[src/rtl/gruel_pkg.sv]
`default_nettype none
// ============================================================================
// Module : gruel_pkg
// Brief  : Shared state encoding and default pricing for the gruel vendor.
// Rev    : 1.0  initial release
// ============================================================================
package gruel_pkg;

    typedef enum logic [1:0] {
        COLLECT  = 2'd0,
        DISPENSE = 2'd1,
        REFUND   = 2'd2
    } vend_state_e;

    localparam int GRUEL_PRICE_DEFAULT      = 4;
    localparam int GRUEL_MAX_CREDIT_DEFAULT = 8;

endpackage
`default_nettype wire

[src/rtl/gruel_credit_acc.sv]
`default_nettype none
// ============================================================================
// Module : gruel_credit_acc
// Brief  : Credit register with add/overflow-check, subtract, clear and reject flag.
// Rev    : 1.0  initial release
// ============================================================================
module gruel_credit_acc #(
    parameter int PRICE      = 4,
    parameter int MAX_CREDIT = 8,
    parameter int COIN_W     = 2,
    parameter int CREDIT_W   = 4
) (
    input  logic                clk,
    input  logic                rst_n,
    input  logic                add_en,
    input  logic [COIN_W-1:0]   coin_value,
    input  logic                sub_en,
    input  logic                clr_en,
    output logic [CREDIT_W-1:0] credit,
    output logic [CREDIT_W-1:0] remainder,
    output logic                fits,
    output logic                reach_price,
    output logic                has_excess,
    output logic                reject
);

    // One spare bit above the wider operand, so the sum can never wrap.
    localparam int SUM_W = ((CREDIT_W > COIN_W) ? CREDIT_W : COIN_W) + 1;
    localparam logic [CREDIT_W-1:0] PRICE_C = CREDIT_W'(PRICE);

    logic [SUM_W-1:0] w_sum;

    assign w_sum       = SUM_W'(credit) + SUM_W'(coin_value);
    assign fits        = (w_sum <= SUM_W'(MAX_CREDIT));
    assign reach_price = (w_sum >= SUM_W'(PRICE));
    assign has_excess  = (credit > PRICE_C);
    assign remainder   = credit - PRICE_C;

    always_ff @(posedge clk) begin
        if (!rst_n) begin
            credit <= '0;
            reject <= 1'b0;
        end else begin
            reject <= add_en && !fits;
            if (clr_en) begin
                credit <= '0;
            end else if (sub_en) begin
                credit <= remainder;
            end else if (add_en && fits) begin
                credit <= w_sum[CREDIT_W-1:0];
            end
        end
    end

endmodule
`default_nettype wire

[src/rtl/gruel_vend_ctrl.sv]
`default_nettype none
// ============================================================================
// Module : gruel_vend_ctrl
// Brief  : Coin-collecting gruel vending controller with dispense and change.
//          Optional sales/reject counters enabled by GRUEL_SALES_CNT_EN.
// Rev    : 1.0  initial release
// ============================================================================
module gruel_vend_ctrl
    import gruel_pkg::*;
#(
    parameter  int PRICE      = GRUEL_PRICE_DEFAULT,
    parameter  int MAX_CREDIT = GRUEL_MAX_CREDIT_DEFAULT,
    parameter  int COIN_W     = 2,
    localparam int CREDIT_W   = $clog2(MAX_CREDIT + 1)
) (
    input  logic                clk,
    input  logic                rst_n,
    input  logic                coin_valid,
    input  logic [COIN_W-1:0]   coin_value,
    output logic                coin_ready,
    output logic                coin_reject,
    input  logic                cancel,
    output logic                dispense_valid,
    input  logic                dispense_ready,
    output logic                change_valid,
    output logic [CREDIT_W-1:0] change_amount,
    input  logic                change_ready,
`ifdef GRUEL_SALES_CNT_EN
    output logic [15:0]         sales_cnt,
    output logic [7:0]          reject_cnt,
`endif
    output logic [CREDIT_W-1:0] credit
);

    if ((PRICE < 1) || (PRICE > MAX_CREDIT)) begin : g_price_check
        $error("gruel_vend_ctrl: PRICE must lie in 1..MAX_CREDIT");
    end

    vend_state_e         r_state;
    logic                w_coin_fire;
    logic                w_disp_fire;
    logic                w_chg_fire;
    logic                w_fits;
    logic                w_reach_price;
    logic                w_has_excess;
    logic [CREDIT_W-1:0] w_remainder;

    assign coin_ready  = (r_state == COLLECT) && !cancel;
    assign w_coin_fire = coin_valid && coin_ready && (coin_value != '0);
    assign w_disp_fire = dispense_valid && dispense_ready;
    assign w_chg_fire  = change_valid && change_ready;

    gruel_credit_acc #(
        .PRICE      (PRICE),
        .MAX_CREDIT (MAX_CREDIT),
        .COIN_W     (COIN_W),
        .CREDIT_W   (CREDIT_W)
    ) u_acc (
        .clk         (clk),
        .rst_n       (rst_n),
        .add_en      (w_coin_fire),
        .coin_value  (coin_value),
        .sub_en      (w_disp_fire),
        .clr_en      (w_chg_fire),
        .credit      (credit),
        .remainder   (w_remainder),
        .fits        (w_fits),
        .reach_price (w_reach_price),
        .has_excess  (w_has_excess),
        .reject      (coin_reject)
    );

    always_ff @(posedge clk) begin
        if (!rst_n) begin
            r_state        <= COLLECT;
            dispense_valid <= 1'b0;
            change_valid   <= 1'b0;
            change_amount  <= '0;
        end else begin
            case (r_state)
                COLLECT: begin
                    if (cancel && (credit != '0)) begin
                        r_state       <= REFUND;
                        change_valid  <= 1'b1;
                        change_amount <= credit;
                    end else if (w_coin_fire && w_fits && w_reach_price) begin
                        r_state        <= DISPENSE;
                        dispense_valid <= 1'b1;
                    end
                end
                DISPENSE: begin
                    if (dispense_ready) begin
                        dispense_valid <= 1'b0;
                        if (w_has_excess) begin
                            r_state       <= REFUND;
                            change_valid  <= 1'b1;
                            change_amount <= w_remainder;
                        end else begin
                            r_state <= COLLECT;
                        end
                    end
                end
                REFUND: begin
                    if (change_ready) begin
                        r_state       <= COLLECT;
                        change_valid  <= 1'b0;
                        change_amount <= '0;
                    end
                end
                default: begin
                    r_state        <= COLLECT;
                    dispense_valid <= 1'b0;
                    change_valid   <= 1'b0;
                    change_amount  <= '0;
                end
            endcase
        end
    end

`ifdef GRUEL_SALES_CNT_EN
    // Sales wrap naturally; rejects saturate so a jammed acceptor stays visible.
    always_ff @(posedge clk) begin
        if (!rst_n) begin
            sales_cnt  <= '0;
            reject_cnt <= '0;
        end else begin
            if (w_disp_fire) begin
                sales_cnt <= sales_cnt + 16'd1;
            end
            if (coin_reject && (reject_cnt != 8'hFF)) begin
                reject_cnt <= reject_cnt + 8'd1;
            end
        end
    end
`endif

endmodule
`default_nettype wire

[config.mk]
export PLATFORM = sky130hd
export DESIGN_NAME = gruel_vend_ctrl
export DESIGN_NICKNAME = d
export VERILOG_FILES = /design/src/rtl/gruel_pkg.sv /design/src/rtl/gruel_credit_acc.sv /design/src/rtl/gruel_vend_ctrl.sv
export SDC_FILE = /design/constraint.sdc
export NUM_CORES = 1
export LEC_CHECK = 0
export ABC_AREA = 1
export BUFFER_PORTS_ARGS = -buffer_cell sky130_fd_sc_hd__buf_2
export CORE_MARGIN = 2
export CORE_UTILIZATION = 54
export CTS_CLUSTER_SIZE = 14
export DETAILED_ROUTE_END_ITERATION = 10
export PLACE_DENSITY = 0.89
export SLEW_MARGIN = 20
export SYNTH_ARGS = -nofsm -noshare
export SYNTH_HDL_FRONTEND = slang
export SYNTH_HIERARCHICAL = 1
export SYNTH_SLANG_ARGS = --single-unit
[constraint.sdc]
create_clock -name clk -period 2.47 [get_ports clk]
set_input_delay 0 -clock clk [delete_from_list [all_inputs] [get_ports clk]]
set_output_delay 0 -clock clk [all_outputs]
set_load 0.01 [all_outputs]
==> impl_metrics.py, run 1 <==
metrics = {
    "logic_synthesis": {
        "synth_area_per_cell_um2": 6.54,
        "netlist_instances": 156,
        "muxShareOfSynthArea": 0,
        "synth-seq-cells": 13,
        "synthXorXnorAreaFrac": 0,
        "yosys.area.top_type_share": 0.255,
        "synthTopCellsByArea": "dfxtp_1, nand2_1, nand3_1",
        "synth.distinct_cells": 24,
        "synthesis.area_mm2": 0.00102,
        "synth_compound_area_frac": 0.0466,
        "synthAdderAreaFrac": 0.0687,
        "synth_top_area_cell": "dfxtp_1",
        "syn-num-nets": 169,
        "synth_warnings": 6,
        "yosys.area_share.simple": 0.498,
        "synth_top_family_by_area": "simple AND/OR/NAND/NOR gates",
        "synth-seq-area-share": 0.255,
    },
    "critical_path": {
        "slowest_stage": "fa_1",
        "crit_path_max_incr_delay_ns": 0.48,
        "path_delay_family": "adder cells",
        "cp_cell_sequence": "ha_1, inv_1, fa_1, inv_1, nor2_2, nand3_4, nand2_4, nand2_1, nand3b_2, a21oi_1, nor2_1",
        "reg2reg_slack_ns": 0.25,
        "cp_data_required_time_ns": 2.67,
        "cp-end-kind": "flop",
        "reg2reg_to": "r_state[1]",
        "ff2ff_path_depth": 11,
        "worst_ep_arrival_time_ns": 2.41,
        "start_kind": "flop",
        "critPathMaxFanout": 7,
        "crit_top_cell": "inv_1",
        "r2r-start": "u_acc/credit[0]",
        "crit_buf_inv": 2,
        "crit_type": "reg -> reg",
    },
    "finish": {
        "nets": 190,
        "layout_common_cells": "nand2_1, inv_1, nand3_1",
        "final_common_cell": "nand2_1",
        "area_growth_pct": 12.6,
        "n_antenna_cell": 0,
        "fill_cells": 172,
        "drive_gt1_frac": 0.227,
        "stdcell_area_mm2": 0.00115,
    },
    "clock_tree": {
        "clock_latency_ns": 0.29,
        "clockRootBuffer": "clkbuf_4",
        "post_cts_buffers": 0,
        "clk_pin_slew_worst_paths_ns": 0.09,
        "cts_hold_buffers": 0,
        "htree_levels": 1,
        "clock-sinks": 13,
        "cts_buffers": 3,
        "clk_path_buf_depth": 2,
        "cts_tree": "built",
    },
    "timing": {
        "setup-tns-final_ns": 0,
        "fin_skew_ns": 0.00571,
        "fmax_ghz": 0.451,
        "slew_viol_final": 0,
        "setup_viol": 0,
        "fin_crit_ns": 2.22,
        "post-route-worst-setup-slack_ns": 0.254,
        "slew_headroom": 0.709,
        "period_share": 0.897,
        "hold_viol_final": 0,
        "rsz0062_at_grt": "no",
        "tightest_slew_ns": 0.436,
    },
    "route": {
        "drc": 0,
        "wl_per_cell_um": 10.9,
        "vias_per_cell": 4.98,
        "ant_nets": 0,
        "first_iter_violations": 28,
        "vias": 1001,
        "firstDrtPassIters": 5,
        "wl_mm": 2.19,
    },
    "floorplan": {
        "die_width_um": 47.5,
        "fp.dieH_um": 47.5,
        "start_util": 0.584,
        "row_count": 15,
        "fp.coreArea_mm2": 0.00175,
        "die-area_mm2": 0.00225,
        "pin_count": 20,
    },
    "place": {
        "gp_congestion": 0.948,
        "post-place-ws_ns": 0.209,
        "port-buffer-count": 19,
        "dpl_cell_area_mm2": 0.00112,
        "dp_hpwl_mm": 1.71,
    },
    "grt": {
        "antenna_found_initial": 0,
        "grt_overflow": 0,
        "grt_pass1_vias": 859,
        "grt_pass1_wl_mm": 3.58,
        "grt_use_total": 0.230,
        "grt_max_degree": 13,
    },
    "worst_hold_path": {
        "hold_path_end": "r_state[1]",
        "holdPathStages": 3,
        "hold_class": "in -> reg",
        "min_from": "rst_n",
    },
    "outcome": {
        "outcome": "finished clean",
    },
    "job": {
        "maxCapViolCount": 0,
    },
    "power_and_ir_drop": {
        "p_per_area_mw_per_mm2": 800,
        "leakagePower_nw": 0.631,
        "ir_worst_vdd_uv": 471,
    },
}
[area by class of cell]
type | count | area (µm²) | share of cell area
well taps | 25 | 31.3 | 0.0272
flip-flops and latches | 13 | 260 | 0.227
multi-input cells | 113 | 628 | 0.547
clock buffers | 4 | 26.3 | 0.0229
repair buffers | 20 | 103 | 0.0893
inverters | 26 | 100 | 0.0871
[cell usage after synthesis]
library cell / instances
and2_4: 1
o21ai_0: 3
inv_2: 4
nand4_1: 1
a21oi_1: 5
nor2_4: 1
a21boi_0: 1
nand3_1: 20
inv_1: 21
fa_1: 1
nand3b_1: 1
buf_4: 3
nor2_1: 20
nand3b_2: 1
nand2_2: 1
inv_4: 1
nand3_4: 3
nand2_1: 45
buf_6: 1
ha_1: 4
nand3b_4: 1
dfxtp_1: 13
nand2_4: 3
nor4_1: 1
[worst min-delay path: stages]
cell	delay [ns]
buf_2	0.16
nand2_1	0.08
nor2_1	0.04
[what timing repair did]
item / CTS / global route
hold endpoints to repair: 0 / 0
gates resized for setup: 0 / 1
endpoints found under the setup margin: 0 / 1
[worst max path at each step]
stage,slack [ns],startpoint,to,depth (start not counted)
CTS,0.19,u_acc/credit[0],r_state[1],11
detailed placement,0.21,u_acc/credit[0],r_state[1],11
floorplan,0.32,u_acc/credit[0],r_state[1],11
finish,0.25,u_acc/credit[0],r_state[1],11
global route,0.04,u_acc/credit[0],r_state[1],11
global placement,0.32,u_acc/credit[0],r_state[1],11
[cell families (layout without fill, tap and decap cells)]
kind of cell,count (synthesis),count (layout)
flip-flops,13,13
buffers and inverters,30,50
AND/OR/NAND/NOR,99,99
AO/OA/AOI/OAI,9,9
adder cells (fa/ha/maj),5,5
[where the power goes]
group	internal (mW)	switching [mW]	total [mW]
sequential	0.266	0.0393	0.305
clock	0.0630	0.0808	0.144
combinational	0.175	0.295	0.470
[metal layers]
layer / vias up / routed length [µm] / global-route usage
met4: 0 / 49 / 0.100
met2: 30 / 1020 / 0.368
met3: 4 / 127 / 0.0453
met5: - / 0 / 0
met1: 440 / 994 / 0.300
li1: 527 / - / -
[stage by stage]
stage / cells / hold WS, ns / util / power (mW)
6_report: 201 / 0.0170 / 0.658 / 0.919
5_1_grt: 201 / 0.0293 / 0.658 / 1.01
4_1_cts: 201 / 0.0137 / 0.657 / 0.921
3_5_place_dp: 197 / 0.309 / 0.642 / 0.779
3_3_place_gp: 197 / 0.306 / 0.642 / 0.764
2_1_floorplan: 156 / 0.0272 / - / 0.664
[state kept, by name, summed over array words and instances (netlist names)]
signal          count
change_valid        1
r_state             2
u_acc/credit        4
dispense_valid      1
u_acc/reject        1
change_amount       4
(Power assumes the default switching activity.)
==> run 2, diff against run 1 <==
- CORE_MARGIN: 2 -> default
- PLACE_DENSITY: 0.89 -> 0.78
==> impl_metrics.py, run 2 (synthesis gave the netlist of run 1 again) <==
metrics = {
    "outcome": {
        "outcome": "finished clean",
    },
    "finish": {
        "area_growth_pct": 12.6,
        "drive_gt1_frac": 0.227,
        "largestRegisters": "change_amount (4), u_acc/credit (4), r_state (2)",
        "layout_common_cells": "nand2_1, inv_1, nand3_1",
        "stdcell_area_mm2": 0.00115,
        "fin_util": 0.658,
        "n_antenna_cell": 0,
        "nets": 190,
        "final_common_cell": "nand2_1",
        "fill_cells": 171,
    },
    "route": {
        "vias_per_cell": 4.95,
        "ant_nets": 0,
        "drc": 0,
        "vias": 994,
        "first_iter_violations": 26,
        "firstDrtPassIters": 4,
        "wl_per_cell_um": 10.8,
        "wl_mm": 2.18,
    },
    "worst_hold_path": {
        "hold_class": "in -> reg",
    },
    "floorplan": {
        "fp.dieH_um": 45.5,
        "die_width_um": 45.5,
        "die-area_mm2": 0.00207,
        "pin_count": 20,
        "fp.coreArea_mm2": 0.00175,
        "start_util": 0.584,
        "row_count": 15,
    },
    "timing": {
        "setup_viol": 0,
        "slew_headroom": 0.378,
        "period_share": 0.910,
        "fin_skew_ns": 0.00902,
        "setup-tns-final_ns": 0,
        "hold_viol_final": 0,
        "slew_viol_final": 0,
        "fin_crit_ns": 2.25,
        "rsz0062_at_grt": "no",
        "tightest_slew_ns": 0.924,
        "fmax_ghz": 0.445,
    },
    "grt": {
        "grt_overflow": 0,
        "antenna_found_initial": 0,
        "grt_pass1_wl_mm": 3.66,
        "grt_use_total": 0.245,
        "grt_max_degree": 13,
        "grt_pass1_vias": 875,
    },
    "critical_path": {
        "cp_data_required_time_ns": 2.65,
        "worst_ep_arrival_time_ns": 2.43,
        "crit_top_cell": "inv_1",
        "cp_cell_sequence": "ha_1, inv_1, fa_1, inv_1, nor2_2, nand3_4, nand2_4, nand2_1, nand3b_2, a21oi_1, nor2_1",
        "slowest_stage": "fa_1",
        "cp-end-kind": "flop",
        "start_kind": "flop",
        "crit_path_max_incr_delay_ns": 0.48,
        "critPathMaxFanout": 7,
        "crit_buf_inv": 2,
        "crit_type": "reg -> reg",
        "path_delay_family": "adder cells",
    },
    "clock_tree": {
        "cts_hold_buffers": 0,
        "clk_path_buf_depth": 2,
        "clock_latency_ns": 0.28,
        "clk_pin_slew_worst_paths_ns": 0.08,
        "htree_levels": 1,
        "clockRootBuffer": "clkbuf_4",
        "post_cts_buffers": 0,
        "clock-sinks": 13,
        "cts_tree": "built",
        "cts_resized": 0,
        "cts_buffers": 3,
    },
    "power_and_ir_drop": {
        "ir_worst_vdd_uv": 539,
        "leakagePower_nw": 0.632,
        "p_per_area_mw_per_mm2": 791,
    },
    "place": {
        "dpl_cell_area_mm2": 0.00112,
        "port-buffer-count": 19,
        "gp_congestion": 0.867,
        "dp_hpwl_mm": 1.75,
    },
    "job": {
        "maxCapViolCount": 0,
    },
}
run 2: cell counts in the layout (fill, tap and decap cells not counted):
No cell type changed its count.
run 2: layout make-up:
cell class              instances  area [µm²]  share of cell area
flip-flops and latches         13         260               0.227
inverters                      26         100              0.0871
repair buffers                 20         103              0.0893
well taps                      25        31.3              0.0272
clock buffers                   4        26.3              0.0229
multi-input cells             113         628               0.547
run 2: power by group:
group | total [mW] | switching [mW] | internal (mW)
sequential | 0.301 | 0.0352 | 0.266
clock | 0.132 | 0.0692 | 0.0627
combinational | 0.476 | 0.300 | 0.175
total | 0.909 | 0.405 | 0.504
run 2: per-layer routing:
| layer | GRT usage | vias up | wire length, µm |
|---|---|---|---|
| li1 | - | 524 | - |
| met1 | 0.303 | 438 | 990 |
| met2 | 0.420 | 30 | 1070 |
| met3 | 0.0754 | 2 | 106 |
| met4 | 0.0424 | 0 | 10 |
| met5 | 0 | - | 0 |
run 2: metrics by stage:
stage,hold slack (ns),power [mW],setup slack (ns),instances
after global placement,0.309,0.763,0.288,197
after global routing,0.0486,1.00,0.0371,201
after floorplan,0.0272,0.664,0.324,156
after detailed placement,0.309,0.779,0.163,197
final,0.0395,0.909,0.223,201
after CTS,0.0318,0.917,0.145,201
run 2: worst reg2reg max path, cell delays in order (launching register included):
cell and delay [ns]:
dfxtp_1 0.44, ha_1 0.25, inv_1 0.07, fa_1 0.48
inv_1 0.06, nor2_2 0.16, nand3_4 0.10, nand2_4 0.10
nand2_1 0.05, nand3b_2 0.23, a21oi_1 0.16, nor2_1 0.06
run 2: path summary, 6_finish.rpt:
check / start / to / slack [ns] / cells after the start
worst max-delay path: u_acc/credit[0] / r_state[1] / 0.22 / 11
worst min-delay path: rst_n / r_state[1] / 0.04 / 3
worst max register to register: u_acc/credit[0] / r_state[1] / 0.22 / 11
worst min register to register: change_valid / change_valid / 0.46 / 2
==> run 3, diff against run 2 <==
- GPL_TIMING_DRIVEN: default -> 0
==> impl_metrics.py, run 3 (synthesis gave the netlist of run 1 again) <==
metrics = {
    "clock_tree": {
        "clock-sinks": 13,
        "clockRootBuffer": "clkbuf_4",
        "post_cts_buffers": 0,
        "clock_latency_ns": 0.29,
        "cts_tree": "built",
        "clk_path_buf_depth": 2,
        "htree_levels": 1,
        "cts_buffers": 3,
        "clk_pin_slew_worst_paths_ns": 0.08,
    },
    "finish": {
        "regArea_um2": 262,
        "area_growth_pct": 16.1,
        "final_common_cell": "nand2_1",
        "fill_cells": 173,
        "drive_gt1_frac": 0.239,
        "largestRegisters": "change_amount (4), u_acc/credit (4), r_state (2)",
        "multiInputGateArea_um2": 626,
        "layout_common_cells": "nand2_1, inv_1, nor2_1, nand3_1, buf_2",
        "n_antenna_cell": 0,
        "nets": 194,
    },
    "critical_path": {
        "start_kind": "flop",
        "critPathMaxFanout": 7,
        "r2r-start": "u_acc/credit[0]",
        "reg2reg_slack_ns": 0.23,
        "worst_ep_arrival_time_ns": 2.42,
        "cp-end-kind": "flop",
        "cp_data_required_time_ns": 2.66,
        "ff2ff_path_depth": 11,
        "crit_type": "reg -> reg",
        "reg2reg_to": "r_state[1]",
    },
    "power_and_ir_drop": {
        "ir_worst_vdd_uv": 481,
        "p_per_area_mw_per_mm2": 769,
        "leakagePower_nw": 0.652,
    },
    "timing": {
        "fmax_ghz": 0.447,
        "tightest_slew_ns": 0.823,
        "fin_crit_ns": 2.24,
        "slew_headroom": 0.446,
        "setup-tns-final_ns": 0,
        "hold_viol_final": 0,
        "setup_viol": 0,
        "rsz0062_at_grt": "no",
        "slew_viol_final": 0,
        "fin_skew_ns": 0.00586,
        "period_share": 0.906,
        "holdWs_ns": 0.0369,
    },
    "floorplan": {
        "fp.coreArea_mm2": 0.00175,
        "die-area_mm2": 0.00207,
        "start_util": 0.584,
        "die_width_um": 45.5,
        "pin_count": 20,
        "row_count": 15,
        "fp.dieH_um": 45.5,
    },
    "worst_hold_path": {
        "min_from": "dispense_ready",
        "holdPathStages": 3,
        "hold_class": "in -> reg",
        "hold_path_end": "r_state[0]",
    },
    "outcome": {
        "outcome": "finished clean",
    },
    "route": {
        "firstDrtPassIters": 5,
        "wl_per_cell_um": 10.3,
        "vias_per_cell": 5.01,
        "drc": 0,
        "first_iter_violations": 18,
        "ant_nets": 0,
        "wl_mm": 2.12,
        "vias": 1028,
    },
    "grt": {
        "grt_overflow": 0,
        "grt_pass1_wl_mm": 3.55,
        "grt_max_degree": 13,
        "antenna_found_initial": 0,
        "grt_pass1_vias": 881,
        "grt_use_total": 0.240,
    },
    "job": {
        "maxCapViolCount": 0,
    },
    "place": {
        "dp_hpwl_mm": 1.64,
        "port-buffer-count": 19,
        "gp_congestion": 0.869,
    },
}
[run 3: cell count changes in the layout (fill, tap and decap cells not counted), sizes merged]
cell,previous run,this run
dlygate4sd3,0,1
buf,20,23
[run 3: power breakdown]
| part | leakage (nW) | total (mW) | switching (mW) | internal, mW |
|---|---|---|---|---|
| sequential | 0.106 | 0.307 | 0.0399 | 0.267 |
| clock | 0.0150 | 0.134 | 0.0710 | 0.0629 |
| combinational | 0.531 | 0.470 | 0.290 | 0.180 |
| total | 0.652 | 0.910 | 0.401 | 0.509 |
[run 3: worst max-delay path, stage by stage, from the launching register on]
cell      delay [ns]
dfxtp_2         0.41
ha_1            0.22
inv_1           0.06
fa_1            0.48
inv_1           0.05
nor2_1          0.22
nand3_4         0.11
nand2_4         0.09
nand2_1         0.05
nand3b_2        0.24
a21oi_1         0.16
nor2_1          0.05
[run 3: layout make-up]
class | count | area share
plain buffers | 4 | 0.0285
clock buffers | 4 | 0.0222
inverters | 26 | 0.0846
multi-input cells | 113 | 0.529
flip-flops and latches | 13 | 0.221
well taps | 25 | 0.0264
repair buffers | 20 | 0.0888
[run 3: worst max-delay path by stage]
stage	start	to	slack [ns]	depth (start not counted)
after detailed placement	u_acc/credit[0]	r_state[1]	0.16	11
after global routing	u_acc/credit[0]	r_state[1]	0.06	11
final	u_acc/credit[0]	r_state[1]	0.23	11
after CTS	u_acc/credit[0]	r_state[1]	0.14	11
after global placement	u_acc/credit[0]	r_state[1]	0.18	11
after floorplan	u_acc/credit[0]	r_state[1]	0.32	11
[run 3: routing by layer]
metal | GRT usage | wire, µm | vias to the layer above
met1 | 0.290 | 958 | 461
met3 | 0.0595 | 136 | 4
met2 | 0.406 | 1000 | 31
met4 | 0.0909 | 21 | 0
li1 | - | - | 532
met5 | 0 | 0 | -
[run 3: timing repair]
action / in CTS / in global routing
resized for setup: 0 / 1
hold buffers: 1 / 0
endpoints found under the setup margin: 0 / 1
hold endpoints to repair: 1 / 0
[run 3: through the flow]
step | util | worst slack, ns | cells | area [µm²] | power [mW]
floorplan | - | 0.324 | 156 | 1020 | 0.664
CTS | 0.677 | 0.143 | 205 | 1180 | 0.922
global route | 0.678 | 0.0616 | 205 | 1180 | 0.997
finish | 0.678 | 0.233 | 205 | 1180 | 0.910
detailed placement | 0.657 | 0.159 | 200 | 1150 | 0.781
global placement | 0.657 | 0.184 | 200 | 1150 | 0.765
